**src/rtl/onebyfour_demux_router.sv**
```systemverilog
// onebyfour_demux_router: registered 1-to-4 demultiplexer.
// One valid/ready input stream is routed by S into four one-entry channel
// holding registers A/B/C/D. Each channel has its own valid/ready handshake,
// so a stalled consumer blocks only the words addressed to it.
// Optional feature: define DEMUX_BCAST_EN to add the bcast input, which loads
// Y into all four channels at once when every channel can take a word.
module onebyfour_demux_router #(
    parameter int n = 4
) (
    input  logic         clk,
    input  logic         rst_n,
    input  logic [n-1:0] Y,
    input  logic [1:0]   S,
    input  logic         in_valid,
`ifdef DEMUX_BCAST_EN
    input  logic         bcast,
`endif
    output logic         in_ready,
    output logic [n-1:0] A,
    output logic [n-1:0] B,
    output logic [n-1:0] C,
    output logic [n-1:0] D,
    output logic [3:0]   out_valid,
    input  logic [3:0]   out_ready,
    output logic         busy
);

    logic [n-1:0] data_q [4];
    logic [n-1:0] data_d [4];
    logic [3:0]   vld_q;
    logic [3:0]   vld_d;
    logic [3:0]   load;
    logic [3:0]   drain;
    logic         sel_ready;
    logic         accept;

    // Handshake decode: ready depends only on the addressed channel(s), never on in_valid.
    always_comb begin
        sel_ready = !vld_q[S] || out_ready[S];
`ifdef DEMUX_BCAST_EN
        in_ready  = bcast ? (&(~vld_q | out_ready)) : sel_ready;
`else
        in_ready  = sel_ready;
`endif
        accept = in_valid && in_ready;
        drain  = vld_q & out_ready;
        for (int k = 0; k < 4; k++) begin
`ifdef DEMUX_BCAST_EN
            load[k] = accept && (bcast || (S == 2'(k)));
`else
            load[k] = accept && (S == 2'(k));
`endif
            // A same-edge load wins over a drain so each channel sustains 1 word/cycle.
            data_d[k] = load[k] ? Y : data_q[k];
        end
        vld_d = (vld_q & ~drain) | load;
    end

    // Channel holding registers and their valid flags.
    always_ff @(posedge clk or negedge rst_n) begin
        if (!rst_n) begin
            vld_q <= 4'b0000;
            for (int k = 0; k < 4; k++) begin
                data_q[k] <= '0;
            end
        end else begin
            vld_q <= vld_d;
            for (int k = 0; k < 4; k++) begin
                data_q[k] <= data_d[k];
            end
        end
    end

    // Outputs come straight from flops, so busy is glitch-free.
    always_comb begin
        A         = data_q[0];
        B         = data_q[1];
        C         = data_q[2];
        D         = data_q[3];
        out_valid = vld_q;
        busy      = |vld_q;
    end

endmodule

```
**config.mk**
```make
export PLATFORM = sky130hd
export DESIGN_NAME = onebyfour_demux_router
export DESIGN_NICKNAME = d
export VERILOG_FILES = /design/src/rtl/onebyfour_demux_router.sv
export SDC_FILE = /design/constraint.sdc
export NUM_CORES = 1
export LEC_CHECK = 0
export CAP_MARGIN = 20
export CORE_MARGIN = 2
export CORE_UTILIZATION = 40
export DETAILED_ROUTE_END_ITERATION = 10
export GPL_TIMING_DRIVEN = 0
export PLACE_DENSITY = 0.76
export REMOVE_ABC_BUFFERS = 1
export SLEW_MARGIN = 0
export SYNTH_ARGS = -nofsm -noshare
export SYNTH_HDL_FRONTEND = slang
export SYNTH_SLANG_ARGS = --single-unit
```
**constraint.sdc**
```tcl
create_clock -name clk -period 3.5 [get_ports clk]
set_input_delay 0.35 -clock clk [delete_from_list [all_inputs] [get_ports clk]]
set_output_delay 0.35 -clock clk [all_outputs]
set_load 0.01 [all_outputs]
```
==> results.ini, run 1 <==
[global_route]
track_usage_pct=14.23
grt_pass1_wl_mm=2.566
grt_overflow=0
grt_start_max_net_pins=21
antenna_found_initial=0
grt_pass1_vias=575

[route]
drt_iter0_markers=0
wirelength_mm=1.581
drt-pass1-iter-count=1
drtAntennaViolNets=0
routed_via_density=4.831
drc=0
vias=570
wl_per_cell_um=13.40

[finish]
area_delta_synth_final_pct=48.30
n_antenna_cell=0
drive_gt1_share_pct=24.18
fin_cells=118
num-nets-final=106
finalInstanceArea_um2=1202

[floorplanning]
initial_core_util_pct=41.75
core.rowCount=16
die_w_um=49.02
io_pins=35
core_um2=1942
die_h_um=49.02
fp.dieArea_um2=2403

[synthesis]
netlist-cell-type-count=14
synth_common_cells=dfrtp_1, mux2_2, nand2_1
yosysSeqAreaShare_pct=61.73
async_flop_share_pct=100.0
synth_area_leaders=dfrtp_1, mux2_2, nand2b_1
synth_area_um2=810.8
ys.flop_type=dfrtp_1
synth_edf_count=0
ys_seq_elements=20
synthesis.area_per_instance_um2=14.74
syn_inst=55
yosysTopAreaCell=dfrtp_1
synth.most_common_cell=dfrtp_1
synth_top_cell_area_share_pct=61.73
synth_warnings=0

[setup_path]
cp_max_fo=7
cp.required_ns=3.15
arrival_ns=1.97
slowest_stage=clkdlybuf4s50_1
worstPathCellList=clkdlybuf4s50_1 -> mux4_2 -> clkdlybuf4s50_1
slowest_delay_ns=0.61
cpLargestDelayFamily=buffers and inverters
cp_num_buf_inv=2
cp-end-kind=primary output
cp_common_cell=clkdlybuf4s50_1
crit_type=primary input to primary output
cp-start-kind=primary input

[timing]
fmax_mhz=430.9
fin_crit_sh_pct=66.31
finalCriticalPeriod_ns=2.321
rsz0062_at_grt=false
tightest_slew_ns=0.8668
slew_viol_final=0
tns_ns=0
setup_viol=0
max_slew_margin_pct=42.03
finClkSkew_ns=0.001227
hold_viol=0

[power_and_ir_drop]
powerDensity_nw_per_um2=485.0
leakage_uw=0.0005050
ir_worst_vdd_mv=0.3249

[status]
status=complete, no violations

[clocking]
htree_levels=1
clk_pin_slew_ns=0.10
cts_setup_buffers=0
clkLatencyLatePin_ns=0.29
cts-resized-gates=0
cts_tree=yes
clkSinkCount=20
clockBufferDepth=2
cts_root_buffer=clkbuf_4
postCtsHoldBufs=0
cts_buffers=3

[place]
dp_cells=115
io_buffer_count=34
hpwl_mm=1.208
place.gp.congestion=0.8028
place_area_um2=1180

[run]
cap_viol_max_count=0

[min_path]
hold_class=register to register

-- stage by stage --
stage | utilization (%) | total power [uW] | setup WS, ns | hold slack, ns
2_1_floorplan | - | 368.3 | 2.161 | 0.05441
3_3_place_gp | 60.76 | 485.1 | 1.190 | 0.4906
3_5_place_dp | 60.76 | 488.9 | 1.186 | 0.4968
4_1_cts | 61.92 | 593.5 | 1.182 | 0.5207
5_1_grt | 61.92 | 616.0 | 1.121 | 0.5346
6_report | 61.92 | 583.2 | 1.179 | 0.5157
-- routing by layer --
layer / GRT usage [%] / part of all wire (%)
met5: 0 / 0
met4: 7.143 / 0.32
met3: 2.761 / 5.8
met2: 23.29 / 48
met1: 18.03 / 46
-- worst reg2reg max path, stage by stage, from the launching register on --
cell,delay (ns)
dfrtp_1,0.41
nand2b_1,0.11
nor3b_2,0.35
mux2_2,0.38
-- cells by family after synthesis --
group                  Yosys count  share of synthesized area, %
AOI/OAI and AO/OA                1                        0.6167
DFF                             20                         61.73
muxes                           17                         25.00
and+or+nand+nor                 16                         12.04
buffers and inverters            1                        0.6167
-- cell type report --
type / instances / area, um^2
sequential: 20 / 500.5
timing repair buffer: 34 / 340.3
multi-input combinational: 34 / 305.3
tap: 27 / 33.78
clock buffer: 3 / 22.52
fill: 157 / 739.5
-- cells in the final DEF (no fill, tap or decap) --
cell type / synthesis / final
nor3b_2: 1 / 1
o21ai_0: 1 / 1
nor2b_1: 1 / 1
mux4_2: 1 / 1
mux2_2: 16 / 16
and3_1: 1 / 1
or4_1: 1 / 1
clkdlybuf4s50_1: 0 / 34
nand3_1: 1 / 1
nand2b_1: 4 / 4
nor2b_2: 1 / 1
nand2_1: 5 / 5
dfrtp_1: 20 / 20
clkbuf_4: 0 / 3
nand3b_1: 1 / 1
-- final timing paths --
| check | startpoint | end | slack [ns] | depth (start not counted) |
|---|---|---|---|---|
| setup / recovery | S[1] | in_ready | 1.18 | 3 |
| min in group asynchronous | rst_n | out_valid[2] | 0.54 | 1 |
| setup reg to reg | out_valid[1] | B[2] | 2.16 | 3 |
| hold reg to reg | A[0] | A[0] | 0.52 | 1 |
| max in group asynchronous | rst_n | D[2] | 2.42 | 1 |
| hold / removal | A[0] | A[0] | 0.52 | 1 |
-- registers in the layout (all words and copies together) (netlist names) --
signal / cells
A: 4
B: 4
out_valid: 4
D: 4
C: 4
-- report_power, final --
| group | switching (uW) | internal, uW |
|---|---|---|
| Combinational | 64.2 | 122 |
| Sequential | 21.4 | 273 |
| Clock | 61.6 | 40.0 |
No activity file was read; power rests on OpenSTA's default activity.
==> inputs of run 2 (changes only) <==
==> constraint.sdc (replaced) <==
create_clock -name clk -period 2.24 [get_ports clk]
set_input_delay 0.224 -clock clk [delete_from_list [all_inputs] [get_ports clk]]
set_output_delay 0.224 -clock clk [all_outputs]
set_load 0.01 [all_outputs]
==> results of run 2 <==
Same layout as run 1 (identical final DEF). Status: complete, no violations.
Among the figures that moved: setup slack after placement 1.186 ns -> 0.1783 ns; setup slack after layout 1.179 ns -> 0.1711 ns; hold slack 0.5157 ns -> 0.4178 ns; register-to-register setup slack 2.16 ns -> 0.90 ns; total power 583.2 uW -> 911.2 uW; worst IR drop on VDD 0.3249 mV -> 0.5076 mV
==> inputs of run 3 (changes only) <==
--- a/config.mk
+++ b/config.mk
@@ -5,7 +5,6 @@
 export SDC_FILE = /design/constraint.sdc
 export NUM_CORES = 1
 export LEC_CHECK = 0
-export CAP_MARGIN = 20
 export CORE_MARGIN = 2
 export CORE_UTILIZATION = 40
 export DETAILED_ROUTE_END_ITERATION = 10
==> results of run 3 <==
Same layout as run 1 (identical final DEF). Status: complete, no violations.
Among the figures that moved: setup slack after placement 1.186 ns -> 0.1783 ns; setup slack after layout 1.179 ns -> 0.1711 ns; hold slack 0.5157 ns -> 0.4178 ns; register-to-register setup slack 2.16 ns -> 0.90 ns; total power 583.2 uW -> 911.2 uW; worst IR drop on VDD 0.3249 mV -> 0.5076 mV
